<file path="config.mk">
export PLATFORM = sky130hd
export DESIGN_NAME = ps2_host_transmitter
export DESIGN_NICKNAME = d
export VERILOG_FILES = /design/src/rtl/ps2_host_transmitter_pkg.sv /design/src/rtl/ps2_line_sync.sv /design/src/rtl/ps2_host_transmitter.sv
export SDC_FILE = /design/constraint.sdc
export NUM_CORES = 1
export LEC_CHECK = 0
export ABC_AREA = 1
export CORE_MARGIN = 4
export CORE_UTILIZATION = 40
export DETAILED_ROUTE_END_ITERATION = 10
export GPL_ROUTABILITY_DRIVEN = 0
export PLACE_DENSITY = 0.63
export SETUP_SLACK_MARGIN = 0.2
export SYNTH_ARGS = -nofsm -noshare
export SYNTH_HDL_FRONTEND = slang
export SYNTH_SLANG_ARGS = --single-unit
</file>
<file path="constraint.sdc">
create_clock -name clk -period 2.1 [get_ports clk]
set_input_delay 0.42 -clock clk [delete_from_list [all_inputs] [get_ports clk]]
set_output_delay 0.42 -clock clk [all_outputs]
set_load 0.02 [all_outputs]
</file>
<file path="src/rtl/ps2_host_transmitter_pkg.sv">
// Shared definitions for the PS/2 host-to-device transmitter.
package ps2_host_transmitter_pkg;

  typedef enum logic [2:0] {
    ST_IDLE    = 3'd0,
    ST_INHIBIT = 3'd1,
    ST_REQUEST = 3'd2,
    ST_SEND    = 3'd3,
    ST_ACK     = 3'd4,
    ST_RELEASE = 3'd5
  } tx_state_e;

  // 8 data + parity + stop are driven by the host; the 11th edge carries the device ack.
  localparam int HOST_BITS   = 10;
  localparam int FRAME_EDGES = 11;

  // Frame as shifted out LSB first: {stop, odd parity, data}.
  function automatic logic [HOST_BITS-1:0] build_frame(input logic [7:0] data);
    return {1'b1, ~^data, data};
  endfunction

endpackage

</file>
<file path="src/rtl/ps2_line_sync.sv">
// Two-flop synchroniser for one raw PS/2 line plus a falling-edge strobe.
module ps2_line_sync (
  input  logic clk,
  input  logic rst_n,
  input  logic line_in,
  output logic line_sync,
  output logic line_fall
);

  logic meta_q, meta_d;
  logic sync_q, sync_d;
  logic prev_q, prev_d;

  // Next values of the synchroniser chain and the one-cycle history flop.
  always_comb begin
    meta_d = line_in;
    sync_d = meta_q;
    prev_d = sync_q;
  end

  // Lines idle high, so reset to 1 to avoid a spurious edge after reset.
  always_ff @(posedge clk or negedge rst_n) begin
    if (!rst_n) begin
      meta_q <= 1'b1;
      sync_q <= 1'b1;
      prev_q <= 1'b1;
    end else begin
      meta_q <= meta_d;
      sync_q <= sync_d;
      prev_q <= prev_d;
    end
  end

  assign line_sync = sync_q;
  assign line_fall = prev_q & ~sync_q;

endmodule

</file>
<file path="src/rtl/ps2_host_transmitter.sv">
// PS/2 host-to-device transmitter: inhibit, request-to-send, clock out one byte, check ack.
module ps2_host_transmitter
  import ps2_host_transmitter_pkg::*;
#(
  parameter int INHIBIT_CLKS = 1000,
  parameter int TIMEOUT_CLKS = 20000,
  parameter int CNT_BITS     = 15
) (
  input  logic       clk,
  input  logic       reset,
  input  logic [7:0] txData,
  input  logic       txStart,
  output logic       busy,
  output logic       done,
  output logic       error,
  output logic       rxInhibit,
  input  logic       ps2ClkIn,
  input  logic       ps2DataIn,
  output logic       ps2ClkOe,
  output logic       ps2DataOe
);

  localparam logic [CNT_BITS-1:0] INH_LAST = CNT_BITS'(INHIBIT_CLKS - 1);
  localparam logic [CNT_BITS-1:0] TO_LAST  = CNT_BITS'(TIMEOUT_CLKS - 1);
  localparam logic [CNT_BITS-1:0] CNT_MAX  = '1;
  localparam logic [3:0]          LAST_BIT = 4'(HOST_BITS - 1);

  tx_state_e               state_q, state_d;
  logic [CNT_BITS-1:0]     cnt_q, cnt_d;
  logic [3:0]              bit_cnt_q, bit_cnt_d;
  logic [HOST_BITS-1:0]    shift_q, shift_d;
  logic                    busy_q, busy_d;
  logic                    done_q, done_d;
  logic                    error_q, error_d;
  logic                    clk_oe_q, clk_oe_d;
  logic                    data_oe_q, data_oe_d;

  logic                    clk_sync, clk_fall;
  logic                    data_sync, data_fall_unused;
  logic [CNT_BITS-1:0]     cnt_inc;
  logic                    abort;

  ps2_line_sync u_clk_sync (
    .clk       (clk),
    .rst_n     (reset),
    .line_in   (ps2ClkIn),
    .line_sync (clk_sync),
    .line_fall (clk_fall)
  );

  ps2_line_sync u_data_sync (
    .clk       (clk),
    .rst_n     (reset),
    .line_in   (ps2DataIn),
    .line_sync (data_sync),
    .line_fall (data_fall_unused)
  );

  // Saturating increment so a stalled bus can never wrap the counter.
  assign cnt_inc = (cnt_q == CNT_MAX) ? cnt_q : cnt_q + 1'b1;

  // Next-state and output logic; abort collapses every timeout/nack path to one release.
  always_comb begin
    state_d   = state_q;
    cnt_d     = cnt_q;
    bit_cnt_d = bit_cnt_q;
    shift_d   = shift_q;
    busy_d    = busy_q;
    done_d    = 1'b0;
    error_d   = 1'b0;
    clk_oe_d  = clk_oe_q;
    data_oe_d = data_oe_q;
    abort     = 1'b0;
    case (state_q)
      ST_IDLE: begin
        busy_d    = 1'b0;
        clk_oe_d  = 1'b0;
        data_oe_d = 1'b0;
        if (txStart && !busy_q) begin
          shift_d  = build_frame(txData);
          cnt_d    = '0;
          busy_d   = 1'b1;
          clk_oe_d = 1'b1;
          state_d  = ST_INHIBIT;
        end
      end
      ST_INHIBIT: begin
        cnt_d = cnt_inc;
        if (cnt_q == INH_LAST) begin
          data_oe_d = 1'b1;
          state_d   = ST_REQUEST;
        end
      end
      ST_REQUEST: begin
        clk_oe_d  = 1'b0;
        cnt_d     = '0;
        bit_cnt_d = '0;
        state_d   = ST_SEND;
      end
      ST_SEND: begin
        if (clk_fall) begin
          data_oe_d = ~shift_q[0];
          shift_d   = {1'b0, shift_q[HOST_BITS-1:1]};
          bit_cnt_d = bit_cnt_q + 4'd1;
          cnt_d     = '0;
          if (bit_cnt_q == LAST_BIT) state_d = ST_ACK;
        end else if (cnt_q == TO_LAST) begin
          abort = 1'b1;
        end else begin
          cnt_d = cnt_inc;
        end
      end
      ST_ACK: begin
        if (clk_fall) begin
          cnt_d = '0;
          if (!data_sync) state_d = ST_RELEASE;
          else            abort   = 1'b1;
        end else if (cnt_q == TO_LAST) begin
          abort = 1'b1;
        end else begin
          cnt_d = cnt_inc;
        end
      end
      ST_RELEASE: begin
        if (clk_sync && data_sync) begin
          done_d  = 1'b1;
          busy_d  = 1'b0;
          state_d = ST_IDLE;
        end else if (clk_fall) begin
          cnt_d = '0;
        end else if (cnt_q == TO_LAST) begin
          abort = 1'b1;
        end else begin
          cnt_d = cnt_inc;
        end
      end
      default: begin
        busy_d    = 1'b0;
        clk_oe_d  = 1'b0;
        data_oe_d = 1'b0;
        state_d   = ST_IDLE;
      end
    endcase
    if (abort) begin
      error_d   = 1'b1;
      busy_d    = 1'b0;
      clk_oe_d  = 1'b0;
      data_oe_d = 1'b0;
      state_d   = ST_IDLE;
    end
  end

  // State and output registers; reset releases both lines immediately.
  always_ff @(posedge clk or negedge reset) begin
    if (!reset) begin
      state_q   <= ST_IDLE;
      cnt_q     <= '0;
      bit_cnt_q <= '0;
      shift_q   <= '0;
      busy_q    <= 1'b0;
      done_q    <= 1'b0;
      error_q   <= 1'b0;
      clk_oe_q  <= 1'b0;
      data_oe_q <= 1'b0;
    end else begin
      state_q   <= state_d;
      cnt_q     <= cnt_d;
      bit_cnt_q <= bit_cnt_d;
      shift_q   <= shift_d;
      busy_q    <= busy_d;
      done_q    <= done_d;
      error_q   <= error_d;
      clk_oe_q  <= clk_oe_d;
      data_oe_q <= data_oe_d;
    end
  end

  assign busy      = busy_q;
  assign rxInhibit = busy_q;
  assign done      = done_q;
  assign error     = error_q;
  assign ps2ClkOe  = clk_oe_q;
  assign ps2DataOe = data_oe_q;

endmodule

</file>
==> summary.md, run 1 <==
| Metric | Value |
|---|---|
| Slew margin rel. | 0.6327 |
| Drt pass-1 iters | 5 |
| R2R Path End | cnt_q[5] |
| TritonCTS Buffers | 5 |
| Clock Sinks | 42 |
| Worst setup SP type | flop |
| FF/Latch Area | 1064 µm² |
| Post-synthesis area per instance | 7.219 µm² |
| CTS Hold Buffers Added | 0 |
| Final WL | 5601 µm |
| Fin nets | 393 |
| Non-filler instance count after layout | 453 |
| WHS | 175.4 ps |
| CTS H-Tree Depth | 2 |
| Syn nets | 363 |
| Worst R2R Start | cnt_q[0] |
| Worst Tran Pin Value | 551.0 ps |
| Fill count | 602 |
| IO Pins | 19 |
| Total Routing Usage GR | 0.1642 |
| Max Cap Viol | 0 |
| Post-DP HPWL | 4162 µm |
| Max IR drop VDD | 450.8 µV |
| Post-synthesis cell area | 2505 µm² |
| Die width | 87.14 µm |
| Commonest non-fill, non-tap cell in the layout | nand2_1 |
| Status | finished, final reports clean |
| Most frequent cells in the layout | nand2_1 (103), nor2_1 (46), inv_1 (40), dfrtp_1 (32), nand3_1 (24) |
| # DRC | 0 |
| Final min period | 1781 ps |
| Placed cell count | 442 |
| Largest cells by area after synthesis | dfrtp_1 (37%), nand2_1 (16%), nor2_1 (7.0%), inv_1 (6.0%), dfstp_2 (5.2%) |
| Die area | 7593 µm² |
| Final hold violations | 0 |
| Lkg Pwr | 1.395 nW |
| Top-area cell type share of the netlist area | 0.3696 |
| Mapped Cells | 347 |
| Distinct cells, synth | 35 |
| CP max FO | 10 |
| DR vias | 2,270 |
| Die Y | 87.14 µm |
| Tot Pwr | 3.173 mW |
| Starting Density | 0.4181 |
| Tcrit/Tclk final | 0.8482 |
| Critical Path End Type | flop |
| Root Driver | clkbuf_8 |
| Core ar. | 5991 µm² |
| N_diodes | 0 |
| Grt ovf | 0 |
| Largest area contributor in the netlist | dfrtp_1 |
| Largest net degree at the start of global routing | 43 |
| Sequential-to-total area share from yosys stat | 0.4221 |
| TNS Setup | 0 ps |
| Number of synthesized flops with an enable pin | 0 |
| Footprint of the multi-input gates | 1257 µm² |
| Unrepaired setup endpoints after global routing | yes |
| Hold Crit Class | input pin to asynchronous set/reset pin |
| Initial antenna violation count | 0 |
| R2R setup slack | 320 ps |
| Clock Skews | 9.897 ps |
| Share of cells above drive strength 1 | 0.1323 |
| Drt wl/cell | 12.36 µm |
| Final core utilization | 0.4896 |
| Post-synth ARST share | 1.000 |
| Final setup viols | 0 |
| Critical path type | flop to flop |
| Yosys warns | 0 |
| Area growth syn-to-layout | 17.08% |
| Clock Pin Slew Worst Setup and Hold Paths | 90 ps |
| Main synth FF type | dfrtp_1 |
| Worst Path Arrival | 1980 ps |
| Max Transition Viols Final | 0 |
| Peak Freq | 561.4 MHz |
| CTS tree | yes |
| # rows | 28 |
| Global-route wire length before repair | 9970 µm |
| Clk Latency, worst-skew pair | 300 ps |
| Critical Path Sink | cnt_q[5] |
| PortBufs | 18 |
| Vias in the first global route | 2,139 |
| Initial drt markers | 125 |
| Clock Path Buffers | 2 |
| Required @ worst endpoint | 2300 ps |
| Reg2reg path depth | 12 |
| Vias/cell | 5.011 |
| Setup crit start | cnt_q[0] |
| Final antenna-violating net count | 0 |
| Number of synthesized register bits | 42 |
| Pwr/cell area | 1082 nW/µm² |
[cell families after synthesis]
kind of cell	Yosys count	synth area share
and+or+nand+nor	205	0.3631
buffers and inverters	53	0.08790
adders and majority gates	3	0.01499
DFF	42	0.4221
AOI/OAI and AO/OA	33	0.07343
xor gates and xnor gates	11	0.03846
[through the flow]
| step | area, µm² | setup WS [ps] |
|---|---|---|
| floorplan | 2505 | 465.9 |
| global placement | 2791 | 142.5 |
| detailed placement | 2791 | 100.9 |
| CTS | 2877 | 212.8 |
| global route | 2933 | 154.2 |
| finish | 2933 | 318.7 |
[worst max-delay path: stages, from the launching register on]
cell and delay (ps):
dfrtp_1 400, ha_4 170, nand2_1 100, nor2_4 180
nand2_2 120, nor2_4 140, nand3_4 130, clkinv_2 140
nor2_8 70, nand2_1 80, nand2_1 50, nand2_1 60
nor2_1 40
[power by group]
group	switching, mW	internal (mW)	leakage (nW)
combinational	0.909	0.570	0.830
clock	0.289	0.231	0.0450
sequential	0.162	1.01	0.520
total	1.36	1.81	1.40
[how the worst min path moves through the flow]
| stage | endpoint | cells past startpoint | slack, ps | start |
|---|---|---|---|---|
| 6_report | cnt_q[14] | 2 | 180 | reset |
| 3_5_place_dp | u_clk_sync.line_sync | 0 | 350 | u_clk_sync.meta_q |
| 3_3_place_gp | u_clk_sync.line_sync | 0 | 350 | u_clk_sync.meta_q |
| 2_1_floorplan | bit_cnt_q[0] | 0 | 120 | reset |
| 4_1_cts | state_q[0] | 2 | 210 | reset |
| 5_1_grt | ps2DataOe | 2 | 230 | reset |
[per-layer routing]
layer | wire, µm | part of all wire | global-route usage
met3 | 249 | 0.044 | 0.03122
met1 | 2594 | 0.46 | 0.2224
met4 | 70 | 0.012 | 0.05300
met5 | 0 | 0 | 0
met2 | 2685 | 0.48 | 0.2650
[state kept, by name, indices dropped and copies added (netlist names)]
register               count
ps2DataOe                  1
error                      1
cnt_q                     15
u_clk_sync.prev_q          1
ps2ClkOe                   1
u_clk_sync.line_sync       1
busy                       1
state_q                    3
done                       1
u_clk_sync.meta_q          1
shift_q                   10
bit_cnt_q                  4
u_data_sync.meta_q         1
u_data_sync.line_sync      1
[repair_timing]
item / in CTS / in global routing
setup endpoints to repair: 2 / 17
setup buffers: 0 / 3
pin swaps: 0 / 1
cloned: 0 / 0
endpoints found under the hold margin: 0 / 0
gates resized for setup: 1 / 10
[cells in the mapped netlist (2+ instances only)]
master and instances:
nand2_1 104, xor2_1 6, buf_4 3, nor2_1 47
nand2_2 3, nand4_1 7, nor3_1 9, a21oi_1 8
o22ai_1 2, dfstp_2 5, xnor2_1 5, dfrtp_1 37
nand3_2 2, a31oi_1 8, inv_1 40, nand3_1 24
ha_1 3, inv_2 6, o21ai_0 12
[final cells by class]
cell class	instances	share of cell area
clock buffer	6	0.02474
clock inverter	2	0.003413
inverter	47	0.06058
multi-input combinational	252	0.4288
sequential	42	0.3626
tap	75	0.03200
timing repair buffer	29	0.08788
(Power assumes the default switching activity.)
==> run 2: changes to the inputs <==
clock period = 1.8 ns   (was 2.1 ns; I/O delays follow)
==> summary.md, run 2 (synthesis results as in run 1) <==
| Metric | Value |
|---|---|
| Area growth syn-to-layout | 34.22% |
| Worst path cell trace | inv_2 -> nand3_2 -> buf_6 -> inv_1 -> nand2_1 -> nand2_1 -> nor2_1 -> nand2_1 -> nand2_4 -> nand2_4 -> nand3_2 -> nand2_1 |
| Clock Pin Slew Worst Setup and Hold Paths | 80 ps |
| Crit-path most repeated cell | nand2_1 |
| Design area | 3362 µm² |
| Slowest stage cell, crit path | dfrtp_2 |
| Number of flip-flops in the largest register | 15 |
| Initial antenna violation count | 0 |
| Starting Density | 0.4181 |
| Clock Sinks | 42 |
| Slew margin rel. | 0.6860 |
| Vias/cell | 5.048 |
| # DRC | 0 |
| Tcrit/Tclk final | 0.9390 |
| Final WL | 6207 µm |
| CP max FO | 12 |
| Peak Freq | 591.6 MHz |
| Root Driver | clkbuf_8 |
| Critical Path End Type | flop |
| # rows | 28 |
| Final setup viols | 0 |
| Fill count | 577 |
| CTS H-Tree Depth | 2 |
| Global-route wire length before repair | 10,050 µm |
| PortBufs | 18 |
| Total Routing Usage GR | 0.1682 |
| Non-filler instance count after layout | 476 |
| Vias in the first global route | 2,226 |
| Clk Latency, worst-skew pair | 290 ps |
| CTS tree | yes |
| Die area | 7593 µm² |
| Final hold violations | 0 |
| Initial drt markers | 146 |
| Most frequent cells in the layout | nand2_1 (91), nor2_1 (38), inv_1 (36), dfrtp_1 (33), buf_4 (24) |
| Placed cell count | 456 |
| Top reg by flops | cnt_q |
| Unrepaired setup endpoints after global routing | yes |
| Tot Pwr | 4.369 mW |
| R2R setup slack | 110 ps |
| Reg2reg path depth | 12 |
| Status | finished, final reports clean |
| Core ar. | 5991 µm² |
| Dpl cell area | 2914 µm² |
| Worst Path Arrival | 1880 ps |
| Clock Skews | 6.949 ps |
| TritonCTS Buffers | 5 |
| Max Transition Viols Final | 0 |
| Critical Path Max Stage Delay | 440 ps |
| Share of cells above drive strength 1 | 0.2818 |
| Die Y | 87.14 µm |
| Max IR drop VDD | 605.6 µV |
| DR vias | 2,403 |
| Worst path top cell family by delay | simple AND/OR/NAND/NOR gates |
| Grt ovf | 0 |
| Pwr/cell area | 1300 nW/µm² |
| TNS Setup | 0 ps |
| Top Registers | cnt_q x15, shift_q x10, bit_cnt_q x4 |
| Drt pass-1 iters | 5 |
| Max Cap Viol | 0 |
| Clock Path Buffers | 2 |
| Final antenna-violating net count | 0 |
| R2R Path End | state_q[1] |
| Worst setup SP type | flop |
| Worst path bufs/invs | 3 |
| Worst Tran Pin Value | 471.0 ps |
| Final core utilization | 0.5612 |
| Post-DP HPWL | 4349 µm |
| IO Pins | 19 |
| Drt wl/cell | 13.04 µm |
| Final min period | 1690 ps |
| Fin nets | 416 |
| Commonest non-fill, non-tap cell in the layout | nand2_1 |
| Die width | 87.14 µm |
| Largest net degree at the start of global routing | 24 |
| Critical path type | flop to flop |
| Required @ worst endpoint | 1990 ps |
| Worst R2R Start | state_q[2] |
| Hold Crit Class | input pin to asynchronous set/reset pin |
| N_diodes | 0 |
| Lkg Pwr | 1.648 nW |
## run 2: cell count changes in the layout (fill, tap and decap cells not counted), sizes merged, moves of 2 or more
cell / delta
buf: +21
clkdlybuf4s50: -7
dlygate4sd2: +5
clkinv: -3
dlymetal6s2s: +2
## run 2: worst max path at each step
stage                      end  depth (start not counted)       start
floorplan             cnt_q[5]                         12    cnt_q[0]
global placement      cnt_q[4]                         10     txStart
detailed placement    cnt_q[5]                         11     txStart
CTS                   cnt_q[4]                         10    cnt_q[1]
global route        state_q[0]                         12  state_q[2]
finish              state_q[1]                         12  state_q[2]
## run 2: power breakdown
group,leakage (nW),internal [mW],switching [mW]
Combinational,1.07,0.901,1.30
Clock,0.0585,0.453,0.330
Sequential,0.523,1.19,0.197
## run 2: cell type report
class | instances | area (µm²) | share of cell area
multi-input cells | 253 | 1434 | 0.4265
flip-flops and latches | 42 | 1062 | 0.3160
repair buffers | 50 | 461.7 | 0.1373
inverters | 47 | 186.4 | 0.05545
well taps | 75 | 93.84 | 0.02791
clock buffers | 7 | 86.33 | 0.02568
clock inverters | 1 | 30.03 | 0.008932
repair inverters | 1 | 7.507 | 0.002233
## run 2: per-layer routing
metal  track usage  vias up  wire (µm)
met1        0.2229     1143       2863
met2        0.2816       52       3014
met3       0.03122        7        257
met4       0.04603        0         71
li1              -     1201          -
met5             0        -          0
## run 2: worst register-to-register path, delay by kind of cell (launching register included)
family        cells  cell delay, ps
simple gates      9             800
buf+inv           3             350
flops             1             440
## run 2: repair_timing
action,in CTS,in global routing
setup endpoints to repair,26,34
buffers inserted,5,5
resized for setup,41,36
hold buffers,0,0
cloned,1,1
pin swaps,17,18
## run 2: metrics by stage
step	setup slack (ps)	hold slack, ps
3_5_place_dp	-125.0	345.0
5_1_grt	20.41	45.64
6_report	109.8	15.54
3_3_place_gp	-103.8	345.0
4_1_cts	109.2	22.04
2_1_floorplan	220.3	64.41
==> run 3: changes to the inputs <==
HOLD_SLACK_MARGIN = 0.15   (was unset)
==> summary.md, run 3 (synthesis results as in run 1) <==
| Metric | Value |
|---|---|
| Status | finished, final reports clean |
| IO Pins | 19 |
| Footprint of the multi-input gates | 1434 µm² |
| PortBufs | 18 |
| Global-route wire length before repair | 10,050 µm |
| Commonest non-fill, non-tap cell in the layout | nand2_1 |
| Final min period | 1690 ps |
| Gr busiest metal | met2 |
| Drt wl/cell | 12.95 µm |
| Area growth syn-to-layout | 34.62% |
| # DRC | 0 |
| Max Cap Viol | 0 |
| Critical Path End Type | flop |
| Worst path cell trace | inv_2 -> nand3_2 -> buf_6 -> inv_1 -> nand2_1 -> nand2_1 -> nor2_1 -> nand2_1 -> nand2_4 -> nand2_4 -> nand3_2 -> nand2_1 |
| Setup crit start | state_q[2] |
| Worst hold start | u_data_sync.meta_q |
| Final hold violations | 0 |
| Clock Pin Slew Worst Setup and Hold Paths | 80 ps |
| Initial antenna violation count | 0 |
| Most frequent cells in the layout | nand2_1 (91), nor2_1 (38), inv_1 (36), dfrtp_1 (33), buf_4 (24) |
| Critical Path Max Stage Delay | 440 ps |
| Worst path top cell family by delay | simple AND/OR/NAND/NOR gates |
| Reg power frac | 0.316 |
| Final antenna-violating net count | 0 |
| CTS tree | yes |
| Required @ worst endpoint | 1990 ps |
| Switching portion of total power | 0.4185 |
| Initial drt markers | 119 |
| Placed cell count | 456 |
| DR vias | 2,395 |
| Internal cell power | 2.540 mW |
| Final setup viols | 0 |
| Final WL | 6178 µm |
| N_diodes | 0 |
| Clock Sinks | 42 |
| Design area | 3372 µm² |
| Clk Latency, worst-skew pair | 290 ps |
| Max Transition Viols Final | 0 |
| Post-DP HPWL | 4349 µm |
| TritonCTS Buffers | 5 |
| Hold Crit Class | flop to flop |
| Top Registers | cnt_q x15, shift_q x10, bit_cnt_q x4 |
| Drt pass-1 iters | 5 |
| Die width | 87.14 µm |
| Slew margin rel. | 0.6856 |
| # rows | 28 |
| CTS H-Tree Depth | 2 |
| Non-filler instance count after layout | 477 |
| Clock Power Share | 0.179 |
| Pwr/cell area | 1295 nW/µm² |
| Fill count | 576 |
| Die area | 7593 µm² |
| Comb pwr share | 0.505 |
| Root Driver | clkbuf_8 |
| Fin nets | 417 |
| Lkg Pwr | 1.652 nW |
| Top reg by flops | cnt_q |
| Unrepaired setup endpoints after global routing | yes |
| M1 GR Usage | 0.2229 |
| Max IR drop VDD | 605.6 µV |
| Clock Skews | 8.109 ps |
| Critical path type | flop to flop |
| Met3 Use GR | 0.03122 |
| Die Y | 87.14 µm |
| Largest net degree at the start of global routing | 24 |
| M2 GR Usage | 0.2816 |
| Number of flip-flops in the largest register | 15 |
| Peak Freq | 591.7 MHz |
| Clock Path Buffers | 2 |
| Grt ovf | 0 |
| Crit-path most repeated cell | nand2_1 |
| Vias/cell | 5.021 |
| Core ar. | 5991 µm² |
| Worst setup SP type | flop |
| Vias in the first global route | 2,226 |
| Worst Tran Pin Value | 471.5 ps |
| Worst R2R Start | state_q[2] |
| Dpl cell area | 2914 µm² |
| Worst Path Arrival | 1880 ps |
| Starting Density | 0.4181 |
| Psw | 1.828 mW |
| CP max FO | 12 |
| Share of cells above drive strength 1 | 0.2811 |
| Slowest stage cell, crit path | dfrtp_2 |
| Worst path bufs/invs | 3 |
| FF/Latch Area | 1062 µm² |
| Tcrit/Tclk final | 0.9389 |
| Total Routing Usage GR | 0.1682 |
-- run 3: cell count changes in the layout (fill, tap and decap cells not counted), sizes merged --
cell	previous run	this run
dlygate4sd3	0	1
-- run 3: metal layers --
metal  wire, µm  up-vias
met1       2869     1133
met5          0        -
met4         71        0
met2       3000       50
li1           -     1205
met3        237        7
-- run 3: layout make-up --
type | count | share of cell area
Sequential cell | 42 | 0.3150
Tap cell | 75 | 0.02783
Timing Repair Buffer | 51 | 0.1399
Clock buffer | 7 | 0.02560
Inverter | 47 | 0.05529
Clock inverter | 1 | 0.008905
Timing Repair inverter | 1 | 0.002226
Multi-Input combinational cell | 253 | 0.4252
-- run 3: worst paths after layout --
| path | to | slack, ps | cells after the start |
|---|---|---|---|
| setup / recovery | state_q[1] | 110 | 12 |
| max in group asynchronous | u_clk_sync.prev_q | 690 | 3 |
| min in group asynchronous | shift_q[8] | 550 | 2 |
| hold / removal | u_data_sync.line_sync | 360 | 0 |
| setup reg to reg | state_q[1] | 110 | 12 |
| hold reg to reg | u_data_sync.line_sync | 360 | 0 |
-- run 3: repair_timing --
action | 4_1_cts | 5_1_grt
gates cloned | 1 | 1
setup buffers | 5 | 5
hold buffers | 1 | 0
hold endpoints to repair | 16 | 0
endpoints found under the setup margin | 26 | 34
pin swaps | 17 | 18
gates resized for setup | 41 | 36
-- run 3: power by group through the flow --
stage / clock network, mW / registers (mW) / logic (mW)
floorplan: 0 / 1.36 / 1.27
global placement: 0 / 1.38 / 1.73
detailed placement: 0 / 1.38 / 1.76
CTS: 0.803 / 1.38 / 2.02
global route: 0.843 / 1.42 / 2.44
finish: 0.781 / 1.38 / 2.20
-- run 3: stage by stage --
stage / worst slack, ps / utilization / TNS, ps / hold slack [ps] / power, mW
finish: 109.9 / 0.5629 / 0 / 358.2 / 4.368
global route: 20.41 / 0.5629 / 0 / 361.6 / 4.694
CTS: 109.2 / 0.5374 / 0 / 359.1 / 4.206
detailed placement: -125.0 / 0.4864 / -1308 / 345.0 / 3.134
global placement: -103.8 / 0.4864 / -1067 / 345.0 / 3.106
floorplan: 220.3 / - / 0 / 64.41 / 2.634
